**config.mk**
```make
export PLATFORM = sky130hd
export DESIGN_NAME = alu_op_issue
export DESIGN_NICKNAME = d
export VERILOG_FILES = /design/src/rtl/alu_op_issue.sv
export SDC_FILE = /design/constraint.sdc
export NUM_CORES = 1
export LEC_CHECK = 0
export ABC_CLOCK_PERIOD_IN_PS = 2500
export CAP_MARGIN = 25
export CORE_ASPECT_RATIO = 1.1
export CORE_MARGIN = 2
export CORE_UTILIZATION = 45
export CTS_CLUSTER_DIAMETER = 100
export DETAILED_ROUTE_END_ITERATION = 12
export PLACE_DENSITY = 0.76
export SLEW_MARGIN = 25
export SYNTH_ARGS = -nofsm -noshare
export SYNTH_HDL_FRONTEND = slang
export SYNTH_SLANG_ARGS = --single-unit
```
**constraint.sdc**
```tcl
create_clock -name clk -period 2.5 [get_ports clk]
set_input_delay 0.5 -clock clk [delete_from_list [all_inputs] [get_ports clk]]
set_output_delay 0.5 -clock clk [all_outputs]
set_load 0.03 [all_outputs]
```
**src/rtl/alu_op_issue.sv**
```systemverilog
// alu_op_issue: RV32 R/I-type decode and issue stage driving the ALU operand bundle.
// Ports:
//   clk, rst_n               clock, asynchronous active-low reset
//   in_valid/in_ready        instr + rs1_val + rs2_val handshake
//   out_valid/out_ready      registered op1/op2/opcode/funct3/funct7/rd handshake
//   illegal                  1-cycle pulse when an accepted instruction is dropped
//   perf_issued/perf_stall   issue/stall counters, only with ALU_ISSUE_PERF_EN defined
module alu_op_issue #(
    parameter int WIDTH   = 32,
    parameter int REGADDR = 5
) (
    input  logic               clk,
    input  logic               rst_n,
    input  logic               in_valid,
    output logic               in_ready,
    input  logic [31:0]        instr,
    input  logic [WIDTH-1:0]   rs1_val,
    input  logic [WIDTH-1:0]   rs2_val,
    output logic               out_valid,
    input  logic               out_ready,
    output logic [WIDTH-1:0]   op1,
    output logic [WIDTH-1:0]   op2,
    output logic [6:0]         opcode,
    output logic [2:0]         funct3,
    output logic [6:0]         funct7,
    output logic [REGADDR-1:0] rd,
`ifdef ALU_ISSUE_PERF_EN
    output logic [31:0]        perf_issued,
    output logic [31:0]        perf_stall,
`endif
    output logic               illegal
);
    localparam int SH = $clog2(WIDTH);
    localparam int BW = 2 * WIDTH + 17 + REGADDR;

    logic is_r, is_i, is_sh, f7_base, bad, accept, fwd, out_v, skid_v;
    logic [WIDTH-1:0] dec_op2;
    logic [6:0] dec_f7;
    logic [BW-1:0] new_b, out_b, skid_b;
    logic unused_rs1_idx;

    // rs1 index is resolved by the register file upstream; only its data arrives here.
    assign unused_rs1_idx = ^instr[19:15];
    assign is_r    = instr[6:0] == 7'b0110011;
    assign is_i    = instr[6:0] == 7'b0010011;
    // funct3 001 and 101 share bits [13:12] = 01
    assign is_sh   = is_i && instr[13:12] == 2'b01;
    assign f7_base = instr[31:25] == 7'h00 || instr[31:25] == 7'h20;
    assign bad     = !(is_r || is_i) || (is_r && !(f7_base || instr[31:25] == 7'h01)) || (is_sh && !f7_base);
    assign dec_op2 = is_r ? rs2_val : is_sh ? {{(WIDTH-SH){1'b0}}, instr[20 +: SH]} : {{(WIDTH-12){instr[31]}}, instr[31:20]};
    assign dec_f7  = (is_r || is_sh) ? instr[31:25] : 7'd0;
    assign new_b   = {rs1_val, dec_op2, instr[6:0], instr[14:12], dec_f7, instr[7 +: REGADDR]};

    assign in_ready  = !skid_v;
    assign out_valid = out_v;
    assign accept    = in_valid && in_ready;
    assign fwd       = accept && !bad;
    assign {op1, op2, opcode, funct3, funct7, rd} = out_b;

    // SKID only fills while OUT is stalled; it always drains into OUT first,
    // so order is preserved and in_ready depends on a flop only.
    always_ff @(posedge clk or negedge rst_n) begin
        if (!rst_n) begin
            out_v   <= 1'b0;
            skid_v  <= 1'b0;
            out_b   <= '0;
            skid_b  <= '0;
            illegal <= 1'b0;
        end else begin
            illegal <= accept && bad;
            if (!out_v || out_ready) begin
                if (skid_v) begin
                    out_b  <= skid_b;
                    out_v  <= 1'b1;
                    skid_v <= 1'b0;
                end else if (fwd) begin
                    out_b <= new_b;
                    out_v <= 1'b1;
                end else begin
                    out_v <= 1'b0;
                end
            end else if (fwd) begin
                skid_b <= new_b;
                skid_v <= 1'b1;
            end
        end
    end

`ifdef ALU_ISSUE_PERF_EN
    always_ff @(posedge clk or negedge rst_n) begin
        if (!rst_n) begin
            perf_issued <= '0;
            perf_stall  <= '0;
        end else begin
            perf_issued <= perf_issued + {31'd0, out_v && out_ready};
            perf_stall  <= perf_stall + {31'd0, out_v && !out_ready};
        end
    end
`endif
endmodule

```
Yosys cells after proc, flatten, opt, wreduce, memory -nomap -nowiden
Index checks and enable logic that the tools add are counted.
{"block": "op_classes", "eq_ne": 5, "n_reduce_logical": 24, "muxes": 9, "n_bitwise": 1}
{"op": "86-bit 2-to-1 mux", "count": 2}
{"op": "32-bit 2-to-1 mux", "count": 2}
{"op": "7-bit by 6-bit equality test with 1-bit output, second input constant", "count": 2}
{"op": "7-bit by 1-bit equality test with 1-bit output, second input constant", "count": 1}
{"op": "7-bit by 5-bit equality test with 1-bit output, second input constant", "count": 1}
{"op": "7-bit logical NOT", "count": 1}
{"op": "1-bit logical OR", "count": 7}
{"op": "7-bit 2-to-1 mux", "count": 1}
{"op": "1-bit logical AND", "count": 6}
{"op": "1-bit logical NOT", "count": 6}
{"op": "1-bit 2-to-1 mux", "count": 4}
{"op": "2-bit AND reduction", "count": 2}
{"op": "2-bit nonzero test", "count": 2}
{"op": "2-bit by 1-bit equality test with 1-bit output, second input constant", "count": 1}
{"op": "1-bit NOT", "count": 1}
{"block": "word_totals", "wordCells": 44, "regBits": 175}

Logic depth before layout (Yosys ltp)
{"block": "logic_depth", "word_depth": 11, "ltp_mapped": 8}

Least setup slack after synthesis
Ideal clock, no wire load.
{"block": "synth_timing", "path_type": "in2reg", "startpoint": "input instr[31]", "endpoint": "register skid_b[12]", "setup_time_ps": 125, "slack_ps": -11, "t_arrival_ps": 2386, "n_path_buf": 2, "stages": 6, "path_cell_list": "or4_1 a211o_1 a2111oi_4 buf_6 buf_6 mux2_2"}
{"block": "synth_between", "elab_chain_len": 10, "elab_cells_between_ends": 14, "classes_between": "2 x eq/ne; 12 x reduce/logical"}
{"element": "start: declaration", "line": "16", "source": "input logic [31:0] instr,"}
{"element": "7-bit by 6-bit equality test with 1-bit output or 7-bit logical NOT (tied branches)", "line": "48", "source": "assign f7_base = instr[31:25] == 7'h00 || instr[31:25] == 7'h20;"}
{"element": "1-bit logical OR", "line": "48"}
{"element": "1-bit logical OR", "line": "49", "source": "assign bad = !(is_r || is_i) || (is_r && !(f7_base || instr[31:25] == 7'h01)) || (is_sh && !f7_base);"}
{"element": "1-bit logical NOT", "line": "49"}
{"element": "1-bit logical AND", "line": "49"}
{"element": "1-bit logical OR", "line": "49"}
{"element": "1-bit logical OR *", "line": "49"}
{"element": "1-bit logical NOT *", "line": "57", "source": "assign fwd = accept && !bad;"}
{"element": "1-bit logical AND *", "line": "57"}
{"element": "2-bit AND reduction (no source line) *"}
{"element": "end signal: assignment", "line": "83", "source": "skid_b <= new_b;"}
{"element": "end: declaration", "line": "39", "source": "logic [BW-1:0] new_b, out_b, skid_b;"}
Mark *: on every way between the ends. The rest lies on a longest branch, timed or not.
A chain may end at the register's enable or synchronous reset.

Worst setup path after layout
{"block": "layout_timing", "startpoint": "input instr[28]", "endpoint": "register out_b[60]"}
{"block": "layout_between", "elab_chain_len": 11, "elab_cells_between_ends": 15, "classes_between": "2 x eq/ne; 13 x reduce/logical"}
{"element": "7-bit by 6-bit equality test with 1-bit output or 7-bit logical NOT (tied branches)", "line": "48"}
{"element": "1-bit logical OR", "line": "48"}
{"element": "1-bit logical OR", "line": "49"}
{"element": "1-bit logical NOT", "line": "49"}
{"element": "1-bit logical AND", "line": "49"}
{"element": "1-bit logical OR", "line": "49"}
{"element": "1-bit logical OR *", "line": "49"}
{"element": "1-bit logical NOT *", "line": "57"}
{"element": "1-bit logical AND *", "line": "57"}
{"element": "2-bit nonzero test (no source line) *"}
{"element": "2-bit AND reduction (no source line) *"}
{"element": "end signal: assignment", "line": "73", "source": "out_b <= skid_b;"}
{"element": "end signal: assignment", "line": "77", "source": "out_b <= new_b;"}
{"element": "end: declaration", "line": "39"}
Marks and branches as above.

==> results.toml <==
[setup_path]
critical_path_class = "input port to register"
cp-end-kind = "register"
startpoint_type = "input port"
worstPathArrival_ns = 2.76
required_ns = 2.80
crit_fanout = 6

[floorplanning]
die_h_um = 141.8
dieWidth_um = 129.3
rows = 50
core-area_um2 = 16950
die-area_um2 = 18330
start_util_pct = 45.82
ios = 189

[clock_network]
cts_buffer_depth = 2
clkTransAtPathRegs_ns = 0.07
cts_made_buffers = 17
clk_latency_ns = 0.42
cts.sink_count = 175
cts-root-buf = "clkbuf_16"
cts_tree = "built"
ctsHoldBuffers = 0
htreeDepth = 4

[synthesis]
syn_inst = 597
syn_area_um2 = 7767
syn-num-nets = 697
ys_types = 32
synth_warnings = 0
synth-seq-cells = 175
seq_area_frac_synth_pct = 56.38
yosys_most_used_dff = "dfrtp_1"
synthArstFlopShare_pct = 100.0
syn_area_per_cell_um2 = 13.01
synth_enable_flop_cells = 0

[power_and_ir_drop]
power_mw = 6.496
p_leak_nw = 5.172
power.density_nw_per_um2 = 587.3
peakVddDrop_v = 0.0004332

[route]
vias = 5757
drt_iter0_markers = 465
routed-wl-met2_um = 10520
met3_wirelength_um = 1624
dr.pass1.iters = 7
wl_per_cell_um = 19.96
wl_um = 21120
vias_per_cell = 5.441
top_layer = "met4"
drtAntennaViolNets = 0
drc_errors = 0
wl_met1_um = 8587

[layout]
layout-drive-gt1-share_pct = 33.54
mostFrequentLayoutCells = "177 x clkdlybuf4s50_1, 174 x dfrtp_1, 173 x mux2_2, 60 x a21oi_1, 45 x nor2_1"
final_nets = 910
finalInstanceArea_um2 = 11060
syn_to_final_growth_pct = 42.38
final_common_cell = "clkdlybuf4s50_1"
final.fill_count = 1246

[timing]
finalHoldViolations = 0
fin_crit_sh_pct = 98.34
slew_violations = 0
fmax_mhz = 406.8
setup_tns_ns = 0
slew_headroom_pct = 62.35
whs_ns = 0.01939
setup_viol = 0
worstMarginPinSlew_ns = 0.5627
skew_ns = 0.009260
post-route-min-period_ns = 2.459
rsz0062_at_grt = "no"

[grt]
track_usage_pct = 21.72
grt_max_degree = 82
grt_antenna_before_repair = 2
grt_pass1_vias = 6107
grt_overflow = 0
grt_pass1_wl_um = 30900

[placed_design]
place_area_um2 = 10070
numPortBuffers = 183
dpl.hpwl_um = 13060
place.gp.congestion = 0.7899

[job]
drv_cap = 0

[outcome]
run_status = "finished clean"

[worst_hold_path]
worstHoldPathType = "input port to asynchronous set/reset pin"
[routing by layer]
layer | track usage, % | vias up
met1 | 26.38 | 2896
li1 | - | 2578
met2 | 36.04 | 254
met4 | 7.895 | 0
met3 | 7.202 | 29
met5 | 0 | -
[cells in the mapped netlist (2+ instances only)]
| cell type | instances | area [um^2] |
|---|---|---|
| dfrtp_1 | 175 | 4379 |
| mux2_2 | 173 | 1948 |
| a21oi_1 | 60 | 300.3 |
| nor2_1 | 46 | 172.7 |
| a221o_1 | 27 | 270.3 |
| clkbuf_1 | 23 | 86.33 |
| nand2_1 | 17 | 63.81 |
| buf_2 | 10 | 50.05 |
| buf_6 | 9 | 101.4 |
| nor2b_1 | 9 | 56.30 |
| o21ai_0 | 7 | 35.03 |
| a22oi_1 | 6 | 45.04 |
| mux2i_1 | 5 | 50.05 |
| inv_1 | 4 | 15.01 |
| or2_2 | 4 | 25.02 |
| nand2b_1 | 3 | 18.77 |
| nand3_1 | 3 | 15.01 |
| o22ai_1 | 2 | 12.51 |
[sequential cells by signal, indices dropped and copies added (netlist names)]
register and flops:
illegal 1, out_valid 1, skid_b 86, out_b 86, skid_v 1
[worst paths after layout]
| path | startpoint | end | slack [ns] | cells past startpoint |
|---|---|---|---|---|
| setup / recovery | instr[28] | out_b[60] | 0.04 | 10 |
| hold / removal | rst_n | out_b[45] | 0.02 | 1 |
| setup reg to reg | skid_v | skid_b[45] | 0.36 | 8 |
| hold reg to reg | skid_b[19] | skid_b[19] | 0.47 | 1 |
| max in group asynchronous | rst_n | skid_b[47] | 1.75 | 2 |
| min in group clk | instr[5] | skid_b[20] | 0.46 | 2 |
[power breakdown]
part | internal [mW] | switching [mW] | leakage (nW) | total, mW
registers | 2.93 | 0.0551 | 2.41 | 2.98
clock network | 1.53 | 1.12 | 0.286 | 2.65
logic | 0.438 | 0.423 | 2.48 | 0.861
[repair_timing]
item / 4_1_cts / 5_1_grt
setup endpoints to repair: 130 / 12
gates cloned: 4 / 11
pin swaps: 2 / 6
buffers inserted: 4 / 2
hold endpoints to repair: 0 / 0
resized for setup: 11 / 12
[cells by family after synthesis]
kind of cell	Yosys count	share of synthesized area, %
mux	178	25.72
simple gates	87	4.977
flops	175	56.38
buf+inv	49	3.463
compound gates	108	9.455
[layout make-up]
cell class                 instances  area (um^2)  area share (%)
clock inverter                    13        137.6           1.244
tap                              234        292.8           2.647
sequential                       175         4383           39.63
antenna                            1        2.502         0.02263
timing repair buffer             238         2615           23.65
multi-input combinational        374         3161           28.58
inverter                           4        15.01          0.1358
clock buffer                      19        452.9           4.095
[stage by stage]
stage               std cells  utilization, %  setup slack (ns)
detailed placement       1004           59.39           -0.6344
global route             1057           65.22           0.01307
finish                   1058           65.23           0.04149
global placement         1004           59.39           -0.5579
floorplan                 597               -           0.04334
CTS                      1044           64.05           0.04439
[critical path: stages]
cell and delay, ns:
clkbuf_2 0.09, or4_4 0.54, a211o_1 0.34, buf_6 0.13, buf_4 0.13, a211oi_4 0.25, buf_4 0.18, o21ai_4 0.11
clkbuf_16 0.21, mux2_2 0.27
(Power assumes the default switching activity.)
